## src/rtl/change_dispenser.sv

```systemverilog
// Pays a change amount out as physical notes, greedy largest-note-first against a
// per-denomination inventory; any unpayable residual is reported as shortfall.
module change_dispenser #(
  parameter int unsigned AMT_W    = 8,
  parameter int unsigned CNT_W    = 4,
  parameter int unsigned INIT_CNT = 8
) (
  input  logic             clk,
  input  logic             rst,
  input  logic             change_valid,
  input  logic [AMT_W-1:0] change_amount,
  input  logic             refill,
  input  logic             eject_ready,
  output logic             eject_valid,
  output logic [1:0]       eject_denom,
  output logic             busy,
  output logic             done,
  output logic [AMT_W-1:0] shortfall,
  output logic [3:0]       empty
);

  typedef enum logic [1:0] {StIdle, StSelect, StEject, StDone} state_e;

  state_e           state_q, state_d;
  logic [AMT_W-1:0] remaining_q, remaining_d;
  logic [AMT_W-1:0] shortfall_q, shortfall_d;
  logic [CNT_W-1:0] cnt_q [4];
  logic [CNT_W-1:0] cnt_d [4];
  logic             eject_valid_q, eject_valid_d;
  logic [1:0]       eject_denom_q, eject_denom_d;
  logic             done_q, done_d;
  logic             busy_q, busy_d;
  logic             settle_q, settle_d;
  logic             sel_found;
  logic [1:0]       sel_code;

  function automatic logic [AMT_W-1:0] denom_val(input logic [1:0] code);
    logic [AMT_W-1:0] v;
    unique case (code)
      2'd0:    v = AMT_W'(5);
      2'd1:    v = AMT_W'(10);
      2'd2:    v = AMT_W'(20);
      default: v = AMT_W'(50);
    endcase
    return v;
  endfunction

  // Ascending scan: the last qualifying code is the largest payable note.
  always_comb begin
    sel_found = 1'b0;
    sel_code  = 2'd0;
    for (int i = 0; i < 4; i++) begin
      if (cnt_q[i] != '0 && denom_val(2'(i)) <= remaining_q) begin
        sel_found = 1'b1;
        sel_code  = 2'(i);
      end
    end
  end

  always_comb begin
    for (int i = 0; i < 4; i++) begin
      empty[i] = (cnt_q[i] == '0);
    end
  end

  always_comb begin
    state_d       = state_q;
    remaining_d   = remaining_q;
    shortfall_d   = shortfall_q;
    cnt_d         = cnt_q;
    eject_valid_d = eject_valid_q;
    eject_denom_d = eject_denom_q;
    done_d        = 1'b0;
    settle_d      = settle_q;

    unique case (state_q)
      StIdle: begin
        if (refill) begin
          for (int i = 0; i < 4; i++) begin
            cnt_d[i] = CNT_W'(INIT_CNT);
          end
        end
        if (change_valid) begin
          remaining_d = change_amount;
          settle_d    = 1'b1;
          state_d     = StSelect;
        end
      end
      StSelect: begin
        // The first pass after accepting a request only aligns the payout to its
        // two-edge start latency; later passes select immediately.
        if (settle_q) begin
          settle_d = 1'b0;
        end else if (sel_found) begin
          eject_valid_d = 1'b1;
          eject_denom_d = sel_code;
          state_d       = StEject;
        end else begin
          shortfall_d = remaining_q;
          done_d      = 1'b1;
          state_d     = StDone;
        end
      end
      StEject: begin
        if (eject_ready) begin
          remaining_d          = remaining_q - denom_val(eject_denom_q);
          cnt_d[eject_denom_q] = cnt_q[eject_denom_q] - CNT_W'(1);
          eject_valid_d        = 1'b0;
          state_d              = StSelect;
        end
      end
      default: begin
        state_d = StIdle;
      end
    endcase

    busy_d = (state_d != StIdle);
  end

  always_ff @(posedge clk or posedge rst) begin
    if (rst) begin
      state_q       <= StIdle;
      remaining_q   <= '0;
      shortfall_q   <= '0;
      eject_valid_q <= 1'b0;
      eject_denom_q <= 2'd0;
      done_q        <= 1'b0;
      busy_q        <= 1'b0;
      settle_q      <= 1'b0;
      for (int i = 0; i < 4; i++) begin
        cnt_q[i] <= CNT_W'(INIT_CNT);
      end
    end else begin
      state_q       <= state_d;
      remaining_q   <= remaining_d;
      shortfall_q   <= shortfall_d;
      eject_valid_q <= eject_valid_d;
      eject_denom_q <= eject_denom_d;
      done_q        <= done_d;
      busy_q        <= busy_d;
      settle_q      <= settle_d;
      cnt_q         <= cnt_d;
    end
  end

  assign eject_valid = eject_valid_q;
  assign eject_denom = eject_denom_q;
  assign busy        = busy_q;
  assign done        = done_q;
  assign shortfall   = shortfall_q;

endmodule

```

## config.mk

```make
export PLATFORM = sky130hd
export DESIGN_NAME = change_dispenser
export DESIGN_NICKNAME = d
export VERILOG_FILES = /design/src/rtl/change_dispenser.sv
export SDC_FILE = /design/constraint.sdc
export NUM_CORES = 1
export LEC_CHECK = 0
export ABC_CLOCK_PERIOD_IN_PS = 2670
export CAP_MARGIN = 20
export CELL_PAD_IN_SITES_DETAIL_PLACEMENT = 1
export CELL_PAD_IN_SITES_GLOBAL_PLACEMENT = 1
export CORE_MARGIN = 2
export CORE_UTILIZATION = 42
export DETAILED_ROUTE_END_ITERATION = 7
export PLACE_DENSITY_LB_ADDON = 0.1
export SYNTH_ARGS = -nofsm -noshare
export SYNTH_HDL_FRONTEND = slang
export SYNTH_SLANG_ARGS = --single-unit
```

## constraint.sdc

```tcl
create_clock -name clk -period 2.67 [get_ports clk]
set_input_delay 0.4005 -clock clk [delete_from_list [all_inputs] [get_ports clk]]
set_output_delay 0.4005 -clock clk [all_outputs]
set_load 0.03 [all_outputs]
```

---- Word level (Yosys, flattened, before mapping) ----
Index checks and enable logic that the tools add are counted.
word-level totals
  bits in registers ....................... 40
  input port bits ......................... 13
  word-level logic and storage cells ...... 93
cells by class
  $add $sub $neg .......................... 2
  magnitude comparators ................... 6
  equal/unequal tests ..................... 9
  multiplexer cells ....................... 36
  bitwise operators ....................... 3
  reduce and logical (&&, ||, !) cells .... 25
operators by type and width
  cell                count
  $mux 16             2
  $mux 8              4
  $pmux 16 s2         1
  $pmux 6 s3          1
  $bwmux 16           1
  $logic_not 4->1     4
  $pmux 8 s2          1
  $reduce_bool 4->1   4
  $mux 1              13
  $mux 4              3
  $reduce_and 3->1    4
  $mux 2              5
  $ne 2x2->1 const B  5
  $bmux 4 s2          1
  $demux 4 s2         1
  $le 3x8->1 const A  1
  $le 4x8->1 const A  1
  $le 5x8->1 const A  1
  $le 6x8->1 const A  1
  $reduce_bool 2->1   4
  $sub 8x8->8         1
  $pmux 2 s3          1
  $logic_and 1x1->1   5
  $eq 2x1->1 const B  2
  10 further kinds    14

---- Depth between registers and ports, before layout ----
Gate-level depths: netlist of the first run.
  word-level depth ........................ 10
  depth in mapped cells ................... 11
  depth with buffers taken out ............ 10

---- Worst setup path before layout of the first run ----
Ideal clock, no wire load.
  path kind ............................... reg-to-reg
  start point ............................. reg cnt_q[9] (netlist name)
  end point ............................... reg shortfall_q[1] (netlist: shortfall[1])
  data arrival time ....................... 2.412 ns
  data required time ...................... 2.545 ns
  setup slack ............................. 0.133 ns
  stages on the path, launching flop included .. 7
  path buffers ............................ 1
  period minus slack after synthesis ...... 2.537 ns
  cells stage by stage .................... dfrtp_1 nor4_1 a21oi_1 nor4_2 nand2_1 buf_6 mux2_4
on the way
  word-level cells in the longest chain between the ends .. 7
ends and longest elaborated chain
  item                               RTL line  RTL
  start: declaration                 27        logic [CNT_W-1:0] cnt_q [4];
  start signal: indexed assignment   131       cnt_q[i] <= CNT_W'(INIT_CNT);
  start signal: assignment           142       cnt_q <= cnt_d;
  $reduce_bool 4->1                  53        if (cnt_q[i] != '0 && denom_val(2'(i)) <= remaining_q) begin
  $logic_and 1x1->1                  53
  $mux 1 (3 in a row)                53
  $not 1->1 (no source line)         --
  $reduce_and 3->1 (no source line)  --
  end signal: assignment             136       shortfall_q <= shortfall_d;
  end: declaration                   26        logic [AMT_W-1:0] shortfall_q, shortfall_d;
No other way between the ends.
A chain may end at the register's enable or synchronous reset.

---- Worst setup path in the final report of the first run ----
  start point ............................. reg eject_denom_q[0] (netlist: eject_denom[0])
  end point ............................... reg remaining_q[6]
on the way
  word-level cells in the longest chain between the ends .. 7
  elaborated cells between the ends (all ways) .. 9
  classes of those cells .................. 1 x add/sub; 2 x eq/ne; 5 x mux; 1 x reduce/logical
ends and longest elaborated chain
  item                                RTL line  RTL
  start: declaration                  30        logic [1:0] eject_denom_q, eject_denom_d;
  start signal: assignment            138       eject_denom_q <= eject_denom_d;
  $eq 2x2->1 (tied with other cells)  39        unique case (code)
  $pmux 6 s3 (*)                      39
  $mux 8 (*)                          105       if (eject_ready) begin
  $mux 8 (*)                          76        unique case (state_q)
  $sub 8x8->8 (*)                     106       remaining_d = remaining_q - denom_val(eject_denom_q);
  $mux 8 (*)                          105
  $pmux 8 s2 (*)                      76
  end signal: assignment              135       remaining_q <= remaining_d;
  end: declaration                    25        logic [AMT_W-1:0] remaining_q, remaining_d;
Every way passes the cells marked *; elsewhere a longest branch is shown, timed or not. The select of a mux whose other input is x is not followed.

==> Implementation_results.wiki, run 1 <==
{| class="wikitable"
! Metric !! Value
|-
| Run status || finished clean
|-
| Share of layout cells above drive strength 1 || 13.31%
|-
| I/O Buffers || 29
|-
| Worst path required time || 2.89 ns
|-
| Internal cell power || 1.762 mW
|-
| Final estimated routing congestion in global placement || 0.8183
|-
| DRC errors left || 0
|-
| Min Tclk post-route || 2.410 ns
|-
| CTS max path bufs || 2
|-
| Post-CTS Setup Repair Bufs || 0
|-
| Max-slew violations || 0
|-
| Multi-input combinational cell area || 1087 sq um
|-
| First-pass GRT wire length || 9.742 mm
|-
| Power density over cell area || 1245 nW/um^2
|-
| Worst Max-Slew Pin Slew || 0.6405 ns
|-
| Filler instances || 597
|-
| Max-Cap Viols || 0
|-
| Dominant combinational cell family by area after synthesis || compound AO/OA/AOI/OAI gates
|-
| EDFF count, synth || 0
|-
| Number of buffers added by the clock tree synthesis step || 5
|-
| Arithmetic-cell share of the synthesized area counting full adders, half adders and majority gates || 4.909%
|-
| Hpwl dp || 4.425 mm
|-
| Cell breakdown of the critical path || nor2_1 -> ha_1 -> inv_1 -> fa_1 -> a21o_1 -> a21oi_1 -> o211ai_1 -> a21oi_1 -> nor2_1 -> a21oi_1
|-
| TritonCTS clock tree || built
|-
| Most common cell after layout, fill and taps aside || sky130_fd_sc_hd__dfrtp_1
|-
| Synth Net Count || 249
|-
| Vias || 1,820
|-
| Number of cells produced by synthesis || 228
|-
| Setup Skew || 0.008113 ns
|-
| Smallest hold slack || 0.4945 ns
|-
| Combinational share of power || 54.1%
|-
| Critical hold path startpoint || shortfall[6]
|-
| Number of ports placed on the die boundary || 30
|-
| Clock latency at the later pin of the worst-skew pair || 0.29 ns
|-
| Width of the die || 76.25 um
|-
| Post-layout net count || 283
|-
| Area of the placeable core || 5075 sq um
|-
| Slew Limit Headroom || 57.21%
|-
| Clock sink count || 40
|-
| Count of inserted antenna diode cells || 0
|-
| Site Rows || 26
|-
| Critical Path Source || eject_denom[0]
|-
| Startpoint kind of the worst setup timing path || register
|-
| Cell at the root of the clock tree || sky130_fd_sc_hd__clkbuf_8
|-
| Critical path's largest stage delay || 0.45 ns
|-
| Post-Place Setup Slack || 0.2773 ns
|-
| Xor/xnor cell area share of the yosys netlist || 1.199%
|-
| Power after layout || 3.313 mW
|-
| Share of the clock period used by the worst path after layout || 90.26%
|-
| Avg Cell Area, Syn || 9.614 sq um
|-
| Overall Global Routing Usage || 21.32%
|-
| F_max || 0.4150 GHz
|-
| Clock network power share || 11.9%
|-
| DIE HEIGHT || 76.25 um
|-
| Area fraction in compound gates after synthesis || 20.38%
|-
| Switching power || 1.551 mW
|-
| Worst-case vdd ir drop || 0.5057 mV
|-
| Post-cts hold buffer count || 0
|-
| Final number of setup-violating endpoints || 0
|-
| Sequential power share || 34.0%
|-
| Largest net degree at the start of global routing || 41
|-
| Fraction of registers with async set/reset || 100.0%
|-
| Sequential element share of the synthesized area || 45.89%
|-
| RSZ-0062 raised after global routing || no
|-
| Data arrival at the endpoint of the critical path || 2.63 ns
|-
| CP max FO || 7
|-
| Fin. Hold Viols || 0
|-
| Primary FF master, synth || sky130_fd_sc_hd__dfrtp_1
|-
| Reg-to-Reg Start || eject_denom[0]
|-
| Cell variety after synth || 41
|-
| Register Area || 1006 sq um
|-
| Overflow left after global routing || 0
|-
| Endpoint type of the worst setup path || register
|-
| Total wire length after detailed routing || 5.555 mm
|-
| Flop and latch count out of synthesis || 40
|-
| Crit Path Category || register to register
|-
| Number of global-route vias before repair || 1,833
|-
| Post-synthesis simple-gate area fraction || 16.10%
|-
| Post-route ant nets || 0
|-
| Most frequent cells in the layout || sky130_fd_sc_hd__dfrtp_1 (36), sky130_fd_sc_hd__nand2_1 (29), sky130_fd_sc_hd__clkdlybuf4s50_1 (29)
|-
| Post_cts resized || 0
|-
| Initial detailed-routing violation count || 67
|-
| Wire length per cell after detailed routing || 16.68 um
|-
| Cell leakage power || 1.153 nW
|-
| Portion of netlist area occupied by mux cells || 7.021%
|-
| Vias per inst || 5.465
|-
| Effective utilization at floorplan || 43.20%
|-
| Mapped cell area || 2192 sq um
|-
| H-tree Lvls || 2
|-
| Count of yosys warnings during synthesis || 0
|-
| Cell repeated most along the worst path || sky130_fd_sc_hd__a21oi_1
|-
| Syn-to-layout area delta || 21.40%
|-
| Switching portion of total power || 46.82%
|-
| Worst Slack Setup Final || 0.2601 ns
|-
| Slowest stage cell on the critical path || sky130_fd_sc_hd__dfrtp_1
|-
| Hold WC Path Type || register to register
|-
| Clock transition at path regs || 0.08 ns
|-
| Area enclosed by the die boundary || 5813 sq um
|-
| Antenna violations before repair || 0
|-
| Final setup TNS || 0 ns
|-
| DR pass1 iterations || 4
|}
## final cells by class
class,instances,share of cell area (%)
clock inverters,1,0.1881
repair buffers,36,12.88
well taps,70,3.291
clock buffers,7,2.868
flip-flops and latches,40,37.80
multi-input cells,164,40.86
inverters,15,2.116
## worst paths after layout
check                           depth (start not counted)  slack, ns        endpoint
worst max-delay path                                   10       0.26  remaining_q[6]
min in group asynchronous                               3       0.56        cnt_q[2]
max in group asynchronous                               3       1.74        cnt_q[7]
worst max register to register                         10       0.26  remaining_q[6]
worst min register to register                          1       0.49    shortfall[6]
worst min-delay path                                    1       0.49    shortfall[6]
## kinds of logic after synthesis
kind of cell             count (synthesis)
buffers and inverters                   24
flip-flops                              40
XOR/XNOR                                 3
AND/OR/NAND/NOR                         71
multiplexers                             9
AO/OA/AOI/OAI                           73
adder cells (fa/ha/maj)                  8
## through the flow
stage | util (%) | instances | area, sq um
after floorplan | - | 228 | 2192
after global placement | 50.84 | 325 | 2580
after detailed placement | 50.84 | 325 | 2580
after CTS | 52.44 | 333 | 2661
after global routing | 52.44 | 333 | 2661
final | 52.44 | 333 | 2661
## critical path, delay by kind of cell, from the launching register on
kind,cells,cell delay [ns]
buffers and inverters,1,0.05
AND/OR/NAND/NOR,2,0.37
flip-flops,1,0.45
adder cells (fa/ha/maj),2,0.64
AO/OA/AOI/OAI,5,0.83
## per-layer routing
metal / track usage (%) / up-vias / wire length (um)
li1: - / 883 / -
met4: 6.545 / 0 / 92
met3: 4.739 / 10 / 236
met1: 30.63 / 882 / 2758
met5: 0 / - / 0
met2: 32.30 / 45 / 2467
## sequential cells by signal, summed over array words and instances (netlist names)
| signal | flops |
|---|---|
| settle_q | 1 |
| eject_valid | 1 |
| cnt_q | 16 |
| state_q | 2 |
| done | 1 |
| shortfall | 8 |
| remaining_q | 8 |
| eject_denom | 2 |
| busy | 1 |
## power groups by stage
| stage | registers (mW) | clock network (mW) | logic [mW] |
|---|---|---|---|
| after floorplan | 1.11 | 0 | 1.22 |
| after global placement | 1.13 | 0 | 1.76 |
| after detailed placement | 1.14 | 0 | 1.80 |
| after CTS | 1.13 | 0.417 | 1.81 |
| after global routing | 1.18 | 0.433 | 2.01 |
| final | 1.13 | 0.394 | 1.79 |
## cells in the mapped netlist, types with 4 or more instances
cell type | n | area, sq um
sky130_fd_sc_hd__dfrtp_1 | 36 | 900.9
sky130_fd_sc_hd__ha_1 | 7 | 87.58
sky130_fd_sc_hd__inv_1 | 11 | 41.29
sky130_fd_sc_hd__clkbuf_1 | 7 | 26.28
sky130_fd_sc_hd__nor4_2 | 5 | 62.56
sky130_fd_sc_hd__o21ai_0 | 5 | 25.02
sky130_fd_sc_hd__nand2b_1 | 6 | 37.54
sky130_fd_sc_hd__inv_2 | 4 | 15.01
sky130_fd_sc_hd__o21ai_1 | 23 | 115.1
sky130_fd_sc_hd__nor3_1 | 5 | 25.02
sky130_fd_sc_hd__mux2_4 | 5 | 75.07
sky130_fd_sc_hd__nor2_1 | 17 | 63.81
sky130_fd_sc_hd__a21o_1 | 5 | 37.54
sky130_fd_sc_hd__a21oi_1 | 15 | 75.07
sky130_fd_sc_hd__dfstp_2 | 4 | 105.1
sky130_fd_sc_hd__nand3_1 | 4 | 20.02
sky130_fd_sc_hd__o31ai_1 | 4 | 30.03
sky130_fd_sc_hd__nand2_1 | 29 | 108.9
No activity file was read; power rests on OpenSTA's default activity.
==> run 2, diff against run 1 <==
--- a/config.mk
+++ b/config.mk
@@ -5,12 +5,13 @@
 export SDC_FILE = /design/constraint.sdc
 export NUM_CORES = 1
 export LEC_CHECK = 0
+export ABC_AREA = 1
 export ABC_CLOCK_PERIOD_IN_PS = 2670
 export CAP_MARGIN = 20
 export CELL_PAD_IN_SITES_DETAIL_PLACEMENT = 1
 export CELL_PAD_IN_SITES_GLOBAL_PLACEMENT = 1
 export CORE_MARGIN = 2
-export CORE_UTILIZATION = 42
+export CORE_UTILIZATION = 40
 export DETAILED_ROUTE_END_ITERATION = 7
 export PLACE_DENSITY_LB_ADDON = 0.1
 export SYNTH_ARGS = -nofsm -noshare
==> run 2 against run 1 <==
Global-route usage down 0.085 points. Area after synthesis increased by 5.9%. Clock power down 2%. Flip-flop and latch count did not move. Fmax increased by 8.8%. Hold slack worse by 0.0083 ns. Synthesized cell count increased by 33%. Highest routed layer unchanged. Power rose by 3.6%. Wire length grew 9.1%. Clock skew up 0.0015 ns. Largest cell class unchanged.
==> Implementation_results.wiki, run 2 <==
{| class="wikitable"
! Metric !! Value
|-
| Run status || finished clean
|-
| Area fraction in compound gates after synthesis || 13.80% (-6.6 points)
|-
| Most frequent cells in the layout || sky130_fd_sc_hd__nand2_1 (74), sky130_fd_sc_hd__inv_1 (51), sky130_fd_sc_hd__dfrtp_1 (36)
|-
| Primary FF master, synth || sky130_fd_sc_hd__dfrtp_1
|-
| Smallest hold slack || 0.4862 ns (-0.008315 ns)
|-
| Post-Place Setup Slack || 0.6484 ns (+0.3711 ns)
|-
| Max-slew violations || 0 (unchanged)
|-
| Post-CTS Setup Repair Bufs || 0 (unchanged)
|-
| Dominant cell by count in the synthesized netlist || sky130_fd_sc_hd__nand2_1
|-
| Top reg by flops || cnt_q
|-
| TritonCTS clock tree || built
|-
| Mapped cell area || 2321 sq um (+5.9%)
|-
| Critical path's largest stage delay || 0.75 ns (+0.30 ns)
|-
| Total wire length after detailed routing || 6.061 mm (+9.1%)
|-
| Hold WC Path Type || register to register
|-
| Number of cells produced by synthesis || 304 (+33%)
|-
| Hold path cells || 2 (+1)
|-
| Width of the die || 80.18 um (+5.2%)
|-
| H-tree Lvls || 2 (unchanged)
|-
| Max FFs per register || 16 (unchanged)
|-
| Area share of the largest cell type after synthesis || 38.81% (-2.3 points)
|-
| Vias || 2,073 (+14%)
|-
| Final setup TNS || 0 ns (unchanged)
|-
| Register Area || 1006 sq um (unchanged)
|-
| Commonest cells post-synth || sky130_fd_sc_hd__nand2_1 (74), sky130_fd_sc_hd__inv_1 (51), sky130_fd_sc_hd__dfrtp_1 (36)
|-
| Critical hold path startpoint || shortfall[3]
|-
| Worst Path Buf+Inv || 2 (+1)
|-
| Register-to-register path setup slack || 0.64 ns (+0.38 ns)
|-
| Overall Global Routing Usage || 21.24% (-0.085 points)
|-
| Effective utilization at floorplan || 41.89% (-1.3 points)
|-
| Slowest stage cell on the critical path || sky130_fd_sc_hd__clkdlybuf4s50_1
|-
| Avg Cell Area, Syn || 7.635 sq um (-21%)
|-
| Site Rows || 27 (+3.8%)
|-
| Clock latency at the later pin of the worst-skew pair || 0.29 ns (about the same)
|-
| Cell at the root of the clock tree || sky130_fd_sc_hd__clkbuf_8
|-
| Power after layout || 3.433 mW (+3.6%)
|-
| F_max || 0.4516 GHz (+8.8%)
|-
| CP max FO || 2 (-5)
|-
| Number of buffers added by the clock tree synthesis step || 5 (unchanged)
|-
| Antenna violations before repair || 0 (unchanged)
|-
| Overflow left after global routing || 0 (unchanged)
|-
| Area enclosed by the die boundary || 6428 sq um (+11%)
|-
| Worst-case vdd ir drop || 0.4185 mV (-17%)
|-
| Setup Skew || 0.009568 ns (+0.001455 ns)
|-
| Cell breakdown of the critical path || inv_1 -> nand2_1 -> nor3_1 -> clkdlybuf4s50_1
|-
| Area of the placeable core || 5540 sq um (+9.2%)
|-
| Number of ports placed on the die boundary || 30 (unchanged)
|-
| Endpoint type of the worst setup path || output port
|-
| Most area-consuming cells after synthesis || sky130_fd_sc_hd__dfrtp_1 (39%), sky130_fd_sc_hd__nand2_1 (12%), sky130_fd_sc_hd__inv_1 (8.2%), sky130_fd_sc_hd__dfstp_2 (4.5%), sky130_fd_sc_hd__ha_1 (3.8%)
|-
| Number of global-route vias before repair || 2,155 (+18%)
|-
| Count of yosys warnings during synthesis || 0 (unchanged)
|-
| Arithmetic-cell share of the synthesized area counting full adders, half adders and majority gates || 4.636% (-0.27 points)
|-
| Most common cell after layout, fill and taps aside || sky130_fd_sc_hd__nand2_1
|-
| Sequential element share of the synthesized area || 43.34% (-2.5 points)
|-
| Portion of netlist area occupied by mux cells || 0% (-7.0 points)
|-
| Cell family with most CP delay || buffers and inverters
|-
| DR pass1 iterations || 4 (unchanged)
|-
| EDFF count, synth || 0 (unchanged)
|-
| DIE HEIGHT || 80.18 um (+5.2%)
|-
| Clock transition at path regs || 0.08 ns (about the same)
|-
| Hpwl dp || 4.642 mm (+4.9%)
|-
| Fin. Hold Viols || 0 (unchanged)
|-
| Final instance area || 2770 sq um (+4.1%)
|-
| Xor/xnor cell area share of the yosys netlist || 1.887% (+0.69 points)
|-
| Share of the clock period used by the worst path after layout || 82.94% (-7.3 points)
|-
| RSZ-0062 raised after global routing || no
|-
| Max-Cap Viols || 0 (unchanged)
|-
| First-pass GRT wire length || 10.54 mm (+8.2%)
|-
| Syn-to-layout area delta || 19.35%
|-
| Critical path depth in cells || 4 (-6)
|-
| Flop and latch count out of synthesis || 40 (unchanged)
|-
| Slew Limit Headroom || 64.93% (+7.7 points)
|-
| Count of inserted antenna diode cells || 0 (unchanged)
|-
| Final number of setup-violating endpoints || 0 (unchanged)
|-
| Min Tclk post-route || 2.215 ns (-0.1953 ns)
|-
| Cell leakage power || 1.404 nW (+22%)
|-
| Synth Net Count || 325 (+31%)
|-
| Cell variety after synth || 34 (-17%)
|-
| FF-to-FF End || remaining_q[4]
|-
| Crit Path Category || register to output port
|-
| Post_cts resized || 0 (unchanged)
|-
| Multi-input combinational cell area || 1059 sq um (-2.6%)
|-
| Power density over cell area || 1239 nW/um^2 (-0.46%)
|-
| Endpoint of the worst hold-timing path || shortfall[3]
|-
| I/O Buffers || 29 (unchanged)
|-
| Post-layout net count || 359 (+27%)
|-
| Dominant combinational cell family by area after synthesis || simple AND/OR/NAND/NOR gates
|-
| Reg-to-Reg Start || eject_denom[0]
|-
| Wire length per cell after detailed routing || 14.78 um (-11%)
|-
| Data arrival at the endpoint of the critical path || 1.81 ns (-0.82 ns)
|-
| Final estimated routing congestion in global placement || 0.8112 (-0.87%)
|-
| Filler instances || 713 (+19%)
|-
| Vias per inst || 5.056 (-7.5%)
|-
| CTS max path bufs || 2 (unchanged)
|-
| Share of layout cells above drive strength 1 || 13.02% (-0.29 points)
|-
| Worst Slack Setup Final || 0.4555 ns (+0.1953 ns)
|-
| Post-route ant nets || 0 (unchanged)
|-
| DRC errors left || 0 (unchanged)
|-
| Placement Cell Area || 2693 sq um (+4.4%)
|-
| Initial detailed-routing violation count || 98 (+46%)
|-
| Post-cts hold buffer count || 0 (unchanged)
|-
| Post-synthesis simple-gate area fraction || 25.28% (+9.2 points)
|-
| Worst Max-Slew Pin Slew || 0.5261 ns (-0.1144 ns)
|-
| Worst path required time || 2.27 ns (-0.62 ns)
|-
| Yosys top cell by area || sky130_fd_sc_hd__dfrtp_1
|-
| Clock sink count || 40 (unchanged)
|-
| Startpoint kind of the worst setup timing path || register
|-
| Fraction of registers with async set/reset || 100.0% (unchanged)
|-
| Largest net degree at the start of global routing || 41 (unchanged)
|-
| Cell count of the worst reg-to-reg path || 9 (-1)
|}
==> run 2: cell count changes after synthesis, sizes merged, moves of 6 or more <==
cell    previous run  this run
mux2               6         0
nand4              0         6
o22ai              1        14
a21oi             15         7
inv               15        61
nand2             29        81
nor4               6         0
nand3              4        15
nand2b             6         0
==> run 2: cells by family after synthesis <==
logic type / count (synthesis)
XOR/XNOR: 5
AND/OR/NAND/NOR: 130
AO/OA/AOI/OAI: 55
buffers and inverters: 66
flip-flops: 40
adder cells (fa/ha/maj): 8
==> run 2: worst max path at each step <==
stage | start | end | slack, ns
finish | cnt_q[14] | empty[0] | 0.46
global route | cnt_q[14] | empty[0] | 0.37
CTS | cnt_q[14] | empty[0] | 0.44
detailed placement | eject_denom[0] | remaining_q[4] | 0.65
global placement | eject_denom[0] | remaining_q[4] | 0.69
floorplan | eject_denom[0] | remaining_q[4] | 0.67
==> run 2: layout make-up <==
type / instances / area share (%)
Multi-Input combinational cell: 198 / 38.21
Clock inverter: 1 / 0.1807
Timing Repair Buffer: 31 / 11.02
Inverter: 62 / 8.401
Tap cell: 72 / 3.252
Clock buffer: 6 / 2.620
Sequential cell: 40 / 36.31
==> run 2: routing by layer <==
metal  part of all wire (%)  GRT usage, %  vias up
met5                      0             0        -
met4                   0.94         4.576        0
met3                    2.8         3.371        8
met2                     48         34.92       28
met1                     48         29.50     1012
li1                       -             -     1025
==> run 2: through the flow <==
stage / std cells / util [%]
floorplan: 304 / -
global placement: 403 / 48.60
detailed placement: 403 / 48.60
CTS: 410 / 50.00
global route: 410 / 50.00
finish: 410 / 50.00
==> run 2: power breakdown <==
group | switching, mW | internal (mW) | total (mW)
logic | 1.33 | 0.706 | 2.03
clock network | 0.207 | 0.178 | 0.385
registers | 0.189 | 0.825 | 1.01
==> run 2: worst register-to-register path, stage by stage (launching register included) <==
cell and delay [ns]:
sky130_fd_sc_hd__dfrtp_1 0.47, sky130_fd_sc_hd__nor2_2 0.25, sky130_fd_sc_hd__ha_1 0.19, sky130_fd_sc_hd__inv_1 0.06, sky130_fd_sc_hd__fa_1 0.41, sky130_fd_sc_hd__a31oi_1 0.19
sky130_fd_sc_hd__xor2_1 0.17, sky130_fd_sc_hd__nand2_1 0.06, sky130_fd_sc_hd__nand3_1 0.07, sky130_fd_sc_hd__nand2_1 0.06
==> run 3, diff against run 2 <==
--- a/config.mk
+++ b/config.mk
@@ -6,7 +6,7 @@
 export NUM_CORES = 1
 export LEC_CHECK = 0
 export ABC_AREA = 1
-export ABC_CLOCK_PERIOD_IN_PS = 2670
+export ABC_CLOCK_PERIOD_IN_PS = 2300
 export CAP_MARGIN = 20
 export CELL_PAD_IN_SITES_DETAIL_PLACEMENT = 1
 export CELL_PAD_IN_SITES_GLOBAL_PLACEMENT = 1
==> constraint.sdc (replaced) <==
create_clock -name clk -period 2.3 [get_ports clk]
set_input_delay 0.345 -clock clk [delete_from_list [all_inputs] [get_ports clk]]
set_output_delay 0.345 -clock clk [all_outputs]
set_load 0.03 [all_outputs]
==> run 3 against run 2 <==
Clock skew decreased by 0.0066 ns. Non-clock buffer count grew 1. Critical path depth stayed put. Clock power increased by 17%. Power is 16% higher. Utilization rose by 0.14 points. Highest routed layer unchanged.
==> Implementation_results.wiki, run 3 (same netlist as run 2, synthesis figures left out) <==
{| class="wikitable"
! Metric !! Value
|-
| Run status || finished clean
|-
| Overall Global Routing Usage || 21.92% (+0.69 points)
|-
| Data arrival at the endpoint of the critical path || 1.82 ns (about the same)
|-
| Clock network power share || 11.3% (about the same)
|-
| Area enclosed by the die boundary || 6428 sq um (unchanged)
|-
| Combinational share of power || 59.4% (+0.2 points)
|-
| Most frequent cells in the layout || sky130_fd_sc_hd__nand2_1 (74), sky130_fd_sc_hd__inv_1 (51), sky130_fd_sc_hd__dfrtp_1 (36)
|-
| Largest net degree at the start of global routing || 41 (unchanged)
|-
| Post-CTS Setup Repair Bufs || 0 (unchanged)
|-
| I/O Buffers || 29 (unchanged)
|-
| Site Rows || 27 (unchanged)
|-
| Width of the die || 80.18 um (unchanged)
|-
| Overflow left after global routing || 0 (unchanged)
|-
| Register-to-register path setup slack || 0.26 ns (-0.38 ns)
|-
| Switching portion of total power || 50.02% (-0.18 points)
|-
| Hpwl dp || 4.678 mm (+0.76%)
|-
| Max-Cap Viols || 0 (unchanged)
|-
| Share of the clock period used by the worst path after layout || 93.94%
|-
| RSZ-0062 raised after global routing || no
|-
| Clock transition at path regs || 0.08 ns (about the same)
|-
| Cell at the root of the clock tree || sky130_fd_sc_hd__clkbuf_8
|-
| Post-layout net count || 360 (+0.28%)
|-
| Max FFs per register || 16 (unchanged)
|-
| Post_cts resized || 0 (unchanged)
|-
| Final setup TNS || 0 ns (unchanged)
|-
| Wire length per cell after detailed routing || 14.71 um (-0.51%)
|-
| Worst Max-Slew Pin Slew || 0.5147 ns (-0.01135 ns)
|-
| Number of buffers added by the clock tree synthesis step || 5 (unchanged)
|-
| Power after layout || 3.996 mW (+16%)
|-
| DIE HEIGHT || 80.18 um (unchanged)
|-
| Clock sink count || 40 (unchanged)
|-
| Total wire length after detailed routing || 6.045 mm (-0.26%)
|-
| TritonCTS clock tree || built
|-
| Endpoint type of the worst setup path || output port
|-
| Final instance area || 2778 sq um (+0.27%)
|-
| Placement Cell Area || 2700 sq um (+0.28%)
|-
| DRC errors left || 0 (unchanged)
|-
| Area of the placeable core || 5540 sq um (unchanged)
|-
| Most common cell after layout, fill and taps aside || sky130_fd_sc_hd__nand2_1
|-
| CTS max path bufs || 2 (unchanged)
|-
| Initial detailed-routing violation count || 57 (-42%)
|-
| Internal cell power || 1.997 mW (+17%)
|-
| Crit Path Category || register to output port
|-
| Max-slew violations || 0 (unchanged)
|-
| Setup Skew || 0.002965 ns (-0.006603 ns)
|-
| Cell leakage power || 1.409 nW (+0.35%)
|-
| Post-route ant nets || 0 (unchanged)
|-
| CP max FO || 2 (unchanged)
|-
| Sequential power share || 29.3% (-0.3 points)
|-
| Clock latency at the later pin of the worst-skew pair || 0.29 ns (about the same)
|-
| Effective utilization at floorplan || 41.89% (unchanged)
|-
| Final number of setup-violating endpoints || 0 (unchanged)
|-
| Syn-to-layout area delta || 19.68%
|-
| Final estimated routing congestion in global placement || 0.8134 (+0.27%)
|-
| Worst-case vdd ir drop || 0.4738 mV (+13%)
|-
| F_max || 0.4628 GHz
|-
| Number of global-route vias before repair || 2,236 (+3.8%)
|-
| Vias || 2,078 (+0.24%)
|-
| Antenna violations before repair || 0 (unchanged)
|-
| Worst path required time || 1.96 ns (-0.31 ns)
|-
| Hold WC Path Type || input pin to asynchronous set/reset pin
|-
| Vias per inst || 5.056 (about the same)
|-
| Top reg by flops || cnt_q
|-
| H-tree Lvls || 2 (unchanged)
|-
| Startpoint kind of the worst setup timing path || register
|-
| Count of inserted antenna diode cells || 0 (unchanged)
|-
| Switching power || 1.999 mW (+16%)
|-
| Min Tclk post-route || 2.161 ns
|-
| Post-cts hold buffer count || 0 (unchanged)
|-
| First-pass GRT wire length || 10.87 mm (+3.1%)
|-
| DR pass1 iterations || 4 (unchanged)
|-
| Slew Limit Headroom || 65.60% (+0.67 points)
|-
| Power density over cell area || 1439 nW/um^2 (+16%)
|-
| Share of layout cells above drive strength 1 || 13.27% (+0.26 points)
|-
| Number of ports placed on the die boundary || 30 (unchanged)
|-
| Filler instances || 726 (+1.8%)
|-
| Fin. Hold Viols || 0 (unchanged)
|}
[run 3: cell types whose count changed in the layout (fill, tap and decap cells not counted), sizes merged]
cell	change
buf	+1
[run 3: final timing paths]
check,startpoint,end,depth (start not counted)
setup / recovery,cnt_q[14],empty[0],4
hold / removal,rst,remaining_q[6],3
setup reg to reg,eject_denom[1],remaining_q[4],9
hold reg to reg,shortfall[2],shortfall[2],2
max in group asynchronous,rst,cnt_q[11],3
min in group clk,shortfall[2],shortfall[2],2
[run 3: metrics by stage]
stage / cells / utilization [%] / worst slack [ns] / hold WS, ns
after floorplan: 304 / - / 0.2958 / 0.4831
after global placement: 404 / 48.74 / 0.3758 / 0.4650
after detailed placement: 404 / 48.74 / 0.2775 / 0.4722
after CTS: 411 / 50.14 / 0.1443 / 0.4926
after global routing: 411 / 50.14 / 0.03168 / 0.5292
final: 411 / 50.14 / 0.1393 / 0.4804
[run 3: power groups by stage]
stage | Sequential [mW] | Combinational, mW | Clock (mW)
6_report | 1.17 | 2.37 | 0.452
3_3_place_gp | 1.17 | 2.31 | 0
5_1_grt | 1.21 | 2.70 | 0.492
4_1_cts | 1.17 | 2.38 | 0.472
3_5_place_dp | 1.18 | 2.37 | 0
2_1_floorplan | 1.22 | 1.64 | 0
[run 3: layer usage]
layer / routed length [um] / vias to the layer above / track usage (%)
li1: - / 1032 / -
met1: 2913 / 997 / 29.55
met2: 2824 / 37 / 35.92
met3: 191 / 12 / 3.596
met4: 116 / 0 / 6.949
met5: 0 / - / 0
[run 3: worst max-delay path: stages, from the launching register on]
cell and delay, ns:
sky130_fd_sc_hd__dfrtp_1 0.38, sky130_fd_sc_hd__inv_1 0.07, sky130_fd_sc_hd__nand2_1 0.05, sky130_fd_sc_hd__nor3_1 0.28
sky130_fd_sc_hd__clkdlybuf4s50_1 0.75
[run 3: layout make-up]
class | count | area [sq um] | area share, %
clock inverter | 1 | 5.005 | 0.1802
inverter | 62 | 232.7 | 8.378
multi-input combinational | 198 | 1059 | 38.11
timing repair buffer | 32 | 312.8 | 11.26
sequential | 40 | 1006 | 36.22
clock buffer | 6 | 72.57 | 2.613
tap | 72 | 90.09 | 3.243
